## src/rtl/i2c_config_arbiter.sv

```systemverilog
// i2c_config_arbiter: shares one I2C master between the HDMI transmitter
// config queue (port 0) and the audio codec config queue (port 1).
// Each port hands over one 3-byte write; ports are granted round-robin.
//
// state     | meaning
// ----------+-------------------------------------------------------------
// IDLE      | bus free; pick an owner once something is pending and m_busy=0
// ISSUE     | one-cycle m_start to the master, acknowledge counter cleared
// WAIT_BUSY | waiting for the master to raise m_busy; abort on timeout
// WAIT_DONE | master working; transaction ends when m_busy falls
module i2c_config_arbiter #(
    parameter int BUSY_WAIT = 4
) (
    input  logic       clk,
    input  logic       rst,
    input  logic       req0_start,
    input  logic [6:0] req0_address,
    input  logic [7:0] req0_data_0,
    input  logic [7:0] req0_data_1,
    output logic       req0_busy,
    input  logic       req1_start,
    input  logic [6:0] req1_address,
    input  logic [7:0] req1_data_0,
    input  logic [7:0] req1_data_1,
    output logic       req1_busy,
    input  logic       m_busy,
    output logic       m_start,
    output logic [6:0] m_address,
    output logic [7:0] m_data_0,
    output logic [7:0] m_data_1,
    output logic [1:0] grant,
    output logic       err
);

    localparam int CW = $clog2(BUSY_WAIT) + 1;

    typedef enum logic [1:0] {IDLE, ISSUE, WAIT_BUSY, WAIT_DONE} state_t;

    state_t        state_q, state_d;
    logic [1:0]    pending_q, pending_d;
    logic          last_served_q, last_served_d;
    logic [1:0]    grant_q, grant_d;
    logic [CW-1:0] cnt_q, cnt_d;
    logic [6:0]    hold0_addr_q, hold1_addr_q;
    logic [7:0]    hold0_d0_q, hold0_d1_q, hold1_d0_q, hold1_d1_q;
    logic [6:0]    m_address_q;
    logic [7:0]    m_data_0_q, m_data_1_q;

    logic sel;
    logic load;
    logic finish;
    logic timeout;
    logic owner;
    logic accept0;
    logic accept1;

    // The current owner; only meaningful while a grant is held.
    assign owner   = grant_q[1];
    assign accept0 = req0_start & ~req0_busy;
    assign accept1 = req1_start & ~req1_busy;

    assign req0_busy = pending_q[0] | (grant_q[0] & (state_q != IDLE));
    assign req1_busy = pending_q[1] | (grant_q[1] & (state_q != IDLE));
    assign grant     = grant_q;
    assign m_address = m_address_q;
    assign m_data_0  = m_data_0_q;
    assign m_data_1  = m_data_1_q;

    // State register.
    always_ff @(posedge clk or negedge rst) begin
        if (!rst) state_q <= IDLE;
        else      state_q <= state_d;
    end

    // Next-state decision plus the load/finish strobes that steer the datapath.
    always_comb begin
        state_d = state_q;
        load    = 1'b0;
        finish  = 1'b0;
        timeout = 1'b0;
        case (pending_q)
            2'b01:   sel = 1'b0;
            2'b10:   sel = 1'b1;
            default: sel = ~last_served_q;
        endcase
        case (state_q)
            IDLE: begin
                if ((pending_q != 2'b00) && !m_busy) begin
                    load    = 1'b1;
                    state_d = ISSUE;
                end
            end
            ISSUE: state_d = WAIT_BUSY;
            WAIT_BUSY: begin
                if (m_busy) begin
                    state_d = WAIT_DONE;
                end else if (cnt_q == CW'(BUSY_WAIT - 1)) begin
                    timeout = 1'b1;
                    finish  = 1'b1;
                    state_d = IDLE;
                end
            end
            WAIT_DONE: begin
                if (!m_busy) begin
                    finish  = 1'b1;
                    state_d = IDLE;
                end
            end
            default: state_d = IDLE;
        endcase
    end

    // Outputs decoded from the current state.
    always_comb begin
        m_start = (state_q == ISSUE);
        err     = timeout;
    end

    // Next values for the pending flags, round-robin pointer, grant and counter.
    always_comb begin
        pending_d = pending_q;
        if (finish) pending_d[owner] = 1'b0;
        if (accept0) pending_d[0] = 1'b1;
        if (accept1) pending_d[1] = 1'b1;

        last_served_d = finish ? owner : last_served_q;

        grant_d = grant_q;
        if (load)        grant_d = sel ? 2'b10 : 2'b01;
        else if (finish) grant_d = 2'b00;

        // Counter stops at the timeout compare, so it can never wrap.
        cnt_d = cnt_q;
        if (state_q == ISSUE)
            cnt_d = '0;
        else if ((state_q == WAIT_BUSY) && !m_busy && !timeout)
            cnt_d = cnt_q + 1'b1;
    end

    // Datapath registers: request capture, bus payload, arbitration state.
    always_ff @(posedge clk or negedge rst) begin
        if (!rst) begin
            pending_q     <= 2'b00;
            last_served_q <= 1'b1;
            grant_q       <= 2'b00;
            cnt_q         <= '0;
            hold0_addr_q  <= '0;
            hold0_d0_q    <= '0;
            hold0_d1_q    <= '0;
            hold1_addr_q  <= '0;
            hold1_d0_q    <= '0;
            hold1_d1_q    <= '0;
            m_address_q   <= '0;
            m_data_0_q    <= '0;
            m_data_1_q    <= '0;
        end else begin
            pending_q     <= pending_d;
            last_served_q <= last_served_d;
            grant_q       <= grant_d;
            cnt_q         <= cnt_d;
            if (accept0) begin
                hold0_addr_q <= req0_address;
                hold0_d0_q   <= req0_data_0;
                hold0_d1_q   <= req0_data_1;
            end
            if (accept1) begin
                hold1_addr_q <= req1_address;
                hold1_d0_q   <= req1_data_0;
                hold1_d1_q   <= req1_data_1;
            end
            // Payload stays on the bus after completion until the next load.
            if (load) begin
                m_address_q <= sel ? hold1_addr_q : hold0_addr_q;
                m_data_0_q  <= sel ? hold1_d0_q   : hold0_d0_q;
                m_data_1_q  <= sel ? hold1_d1_q   : hold0_d1_q;
            end
        end
    end

endmodule

```

## config.mk

```make
export PLATFORM = sky130hd
export DESIGN_NAME = i2c_config_arbiter
export DESIGN_NICKNAME = d
export VERILOG_FILES = /design/src/rtl/i2c_config_arbiter.sv
export SDC_FILE = /design/constraint.sdc
export NUM_CORES = 1
export LEC_CHECK = 0
export CAP_MARGIN = 20
export CORE_MARGIN = 4
export CORE_UTILIZATION = 40
export DETAILED_ROUTE_END_ITERATION = 12
export PLACE_DENSITY = 0.73
export RECOVER_POWER = 100
export SLEW_MARGIN = 0
export SYNTH_ARGS = -nofsm -noshare
export SYNTH_HDL_FRONTEND = slang
export SYNTH_SLANG_ARGS = --single-unit
```

## constraint.sdc

```tcl
create_clock -name clk -period 2.2 [get_ports clk]
set_input_delay 0.44 -clock clk [delete_from_list [all_inputs] [get_ports clk]]
set_output_delay 0.44 -clock clk [all_outputs]
set_load 0.05 [all_outputs]
```

Yosys cells after proc, flatten, opt, wreduce, memory -nomap -nowiden
Index checks and enable logic that the tools add are counted.
{ "op_classes": {"n_addsub": 1, "n_mul": 0, "n_div": 0, "n_lt_le_gt_ge": 2, "n_eq_ne": 9, "shift": 0, "n_mux": 26, "bitwise": 11, "reduce_logical": 14} }
{ "op_table": {"columns": ["cell", "count"], "rows": [
  ["$mux 2", 8],
  ["$mux 8", 2],
  ["$reduce_bool 2->1", 6],
  ["$mux 1", 9],
  ["$pmux 2 s4", 1],
  ["$mux 7", 1],
  ["$eq 2x2->1 const B", 3],
  ["$mux 3", 2],
  ["$and 1x1->1", 4],
  ["$eq 2x1->1 const B", 2],
  ["$logic_and 1x1->1", 4],
  ["$ne 2x2->1 const B", 2],
  ["$pmux 1 s2", 2],
  ["$add 3x1->3 const B", 1],
  ["$eq 3x2->1 const B", 1],
  ["$ne 3x3->1 const B", 1],
  ["$not 1->1", 3],
  ["$reduce_and 3->1", 1],
  ["$and 2x2->2", 1],
  ["$logic_not 1->1", 2],
  ["$logic_not 2->1", 1],
  ["$lt 1x2->1 const B", 1],
  ["$not 2->2", 1],
  ["$or 1x1->1", 2],
  ["2 further kinds", 2]
]} }
{ "totals": {"reg_bits": 79, "latchBits": 0, "mem_bits_rw": 0, "romBits": 0, "out_inout_bits": 29, "wordCells": 78, "memories": 0} }

Logic depth before layout (Yosys ltp)
{ "logic_depth": {"ltp_word": 8, "mapped_depth": 7, "mapped_depth_nobuf": 5} }

Least setup slack after synthesis
OpenSTA, ideal clock, no wires.
{ "synth_path": {"path_kind": "reg-to-output", "startpoint": "register state_q[0]", "endpoint": "output port m_start", "arrival_time_ps": 1269, "t_required_ps": 1760, "slack_ps": 491, "path_stages_with_launch": 3, "path_cell_list": "dfrtp_1 -> buf_2 -> nor2b_1"} }
{ "synth_between": {"elab_chain_len": 1} }
{ "synth_lines": {"columns": ["element", "line", "text"], "rows": [
  ["from (decl)", "39", "state_t state_q, state_d;"],
  ["from (signal assigned)", "72", "else state_q <= state_d;"],
  ["$eq 2x1->1", "115", "m_start = (state_q == ISSUE);"],
  ["to (decl)", "27", "output logic m_start,"]
]} }
No other way between the ends.

Worst setup path in the final report
{ "layout_path": {"startpoint": "register grant_q[1] (netlist: grant[1])", "endpoint": "output port grant[1]"} }
{ "layout_lines": {"columns": ["element", "line", "text"], "rows": [
  ["from (decl)", "42", "logic [1:0] grant_q, grant_d;"],
  ["from (signal assigned)", "159", "grant_q <= grant_d;"],
  ["to (decl)", "31", "output logic [1:0] grant,"]
]} }
No word-level cell between the ends.

==> impl_metrics.tcl <==
set metrics [dict create \
    status "finished clean" \
    maxSlewViolCount 0 \
    yosys_register_bits 79 \
    rows 33 \
    ys_warn_count 0 \
    seq_area_um2 1980 \
    cts_tree "built" \
    final.setup.tns_ps 0 \
    wire_per_inst_um 16.8 \
    critPathSlowestCell "clkdlybuf4s50_1" \
    grt_max_degree 50 \
    fin_area_um2 4530 \
    critPathLaunchType "flip-flop" \
    crit_buf_inv 1 \
    hold_viol_final 0 \
    hpwl_mm 5.63 \
    yosysUniqueCellTypes 32 \
    synth_edf_count 0 \
    synthCells 287 \
    synth-simple-area-share_pct 9.97 \
    seq_area_frac_synth_pct 58.0 \
    start_util_pct 41.3 \
    globalRouteOverflowTotal 0 \
    fillCellCount 752 \
    worst_pin_slew_ps 1170 \
    worst_path_largest_cell_delay_ps 840 \
    drive_gt1_share_pct 23.0 \
    yosys.area_share.adder_pct 1.47 \
    dieArea_um2 10100 \
    antenna_found_initial 0 \
    power.density_nw_per_um2 1610 \
    cp_cell_sequence "clkdlybuf4s50_1" \
    grt_pass1_wl_mm 13.1 \
    place_area_um2 4380 \
    synth_top_family_by_area "multiplexers" \
    area_growth_pct 32.7 \
    coreArea_um2 8260 \
    grt_usage_pct 17.0 \
    dr.pass1.iters 4 \
    drc 0 \
    ant_nets 0 \
    finalWirelength_mm 8.07 \
    fin_nets 424 \
    vias_per_cell 5.29 \
    synth_ff_type "dfrtp_1" \
    ctsRootBufferMaster "clkbuf_8" \
    io_pins 80 \
    hold_class "input pin to asynchronous set/reset pin" \
    die_h_um 100 \
    portBuffers 79 \
    crit_path_end_kind "output port" \
    peakVddDrop_uv 816 \
    post-cts-setup-buffers 0 \
    critical_path_class "flip-flop to output port" \
    place_congestion 0.777 \
    via_count 2534 \
    clock.fmax_mhz 484 \
    insertion_delay_ps 350 \
    die_w_um 100 \
    clkTransAtPathRegs_ps 90 \
    clock_skew_ps 6.33 \
    period_needed_ps 2070 \
    worstPathMaxFanout 5 \
    synth.avg_cell_area_um2 11.9 \
    whs_ps 308 \
    ys_async_sr_fraction_pct 100 \
    setup_viol 0 \
    syn_area_um2 3410 \
    rsz0062_at_grt "false" \
    drv_cap 0 \
    synth_compound_area_share_pct 11.1 \
    synth_mux_area_share_pct 15.5 \
    drt_iter0_drc 127 \
    cp_top_family "buffers and inverters" \
    cp.arrival_ps 1630 \
    relSlewSlack_pct 21.7 \
    p_leak_nw 1.90 \
    clk_path_buf_depth 2 \
    ctsHtreeMaxLevel 3 \
    syn-num-nets 342 \
    multiInputGateArea_um2 1310 \
    tritoncts.num_buffers 9 \
    post-route-period-util_pct 93.9 \
    cp.required_ps 1760 \
    grt_pass1_vias 2583 \
    synth_xor_area_share_pct 0 \
    clock-sinks 79 \
    diodes 0 \
]
## placed cells by master, fill, tap and decap left out
master / synthesis / routed
a21o_1: 1 / 1
clkbuf_1: 13 / 2
dlymetal6s2s_1: 0 / 1
clkinv_4: 0 / 2
o41ai_1: 1 / 1
o31ai_1: 1 / 1
nor2b_4: 0 / 1
ha_1: 4 / 4
dfstp_2: 1 / 1
a22o_1: 1 / 1
mux2_2: 47 / 47
o31a_1: 1 / 1
buf_4: 1 / 7
clkinvlp_4: 0 / 3
nand2b_1: 3 / 3
nand3_2: 2 / 2
clkbuf_2: 0 / 6
dfrtp_1: 78 / 78
clkbuf_8: 0 / 9
inv_8: 0 / 1
or3b_1: 1 / 1
nor2b_1: 4 / 2
a32o_1: 1 / 1
bufinv_16: 0 / 1
o21ai_0: 26 / 29
a2bb2oi_1: 2 / 2
nor2_1: 24 / 24
nand3_1: 24 / 24
buf_12: 0 / 2
nand2_1: 8 / 8
inv_1: 5 / 5
a31oi_1: 23 / 23
clkdlybuf4s50_1: 0 / 50
dlygate4sd3_1: 0 / 24
or2_2: 1 / 1
a21bo_2: 1 / 1
nor4_4: 0 / 1
and3b_1: 1 / 1
nor2b_2: 0 / 1
a21oi_1: 1 / 1
## state kept, by name, summed over array words and instances (netlist names)
name	flops
hold0_addr_q	7
hold1_d0_q	8
hold0_d0_q	8
m_data_0	8
m_data_1	8
grant	2
state_q	2
hold1_d1_q	8
hold1_addr_q	7
last_served_q	1
pending_q	2
m_address	7
cnt_q	3
hold0_d1_q	8
## per-stage QoR
stage	utilization (%)	instances	power (mW)	worst slack [ps]
4_1_cts	55.5	479	7.51	85.6
2_1_floorplan	-	287	5.15	491
5_1_grt	54.8	479	7.80	35.8
6_report	54.8	479	7.29	133
3_5_place_dp	53.0	463	6.40	129
3_3_place_gp	53.0	463	6.27	282
## metal layers
layer  part of all wire, %  track usage [%]  wire, um
met4                   2.0             6.84       159
met5                     0                0         0
met2                    50             27.6      4070
met1                    42             21.4      3380
met3                   5.7             4.79       458
## cell type report
class,instances,area share [%]
clock buffer,9,2.74
sequential,79,43.7
multi-input combinational,182,29.0
clock inverter,7,1.80
timing repair buffer,92,19.5
inverter,5,0.414
tap,105,2.90
## power by group
part           internal, mW  total, mW  switching, mW  leakage, nW
Clock                 0.535       1.10          0.566       0.0936
Sequential             2.19       2.63          0.440        0.924
Combinational          1.41       3.56           2.15        0.880
Total                  4.14       7.29           3.16         1.90
## synth_stat cells, types with 2 or more instances
cell / n / area, um2
nor2b_1: 4 / 25.0
a31oi_1: 23 / 144
inv_1: 5 / 18.8
nor2_1: 24 / 90.1
ha_1: 4 / 50.1
nand2_1: 8 / 30.0
nand3_1: 24 / 120
dfrtp_1: 78 / 1950
a2bb2oi_1: 2 / 17.5
clkbuf_1: 13 / 48.8
nand3_2: 2 / 20.0
o21ai_2: 2 / 17.5
o21ai_0: 26 / 130
buf_6: 4 / 45.0
buf_2: 3 / 15.0
nand2b_1: 3 / 18.8
mux2_2: 47 / 529
## timing repair
action,4_1_cts,5_1_grt
resized for setup,0,1
hold buffers,0,0
endpoints found under the setup margin,0,21
## path summary, 6_finish.rpt
path,from,to,slack (ps),cells past startpoint
max,grant[1],grant[1],130,1
min,rst,hold1_d1_q[6],310,1
max reg2reg,state_q[1],hold1_d1_q[3],240,4
min reg2reg,pending_q[0],pending_q[0],510,2
max in group asynchronous,rst,m_data_1[3],440,2
min in group clk,pending_q[0],pending_q[0],510,2
## logic make-up after synthesis
group	count (synthesis)
adder cells (fa/ha/maj)	4
flip-flops	79
buffers and inverters	26
multiplexers	47
AND/OR/NAND/NOR	69
AO/OA/AOI/OAI	62
No activity file was read; power rests on OpenSTA's default activity.
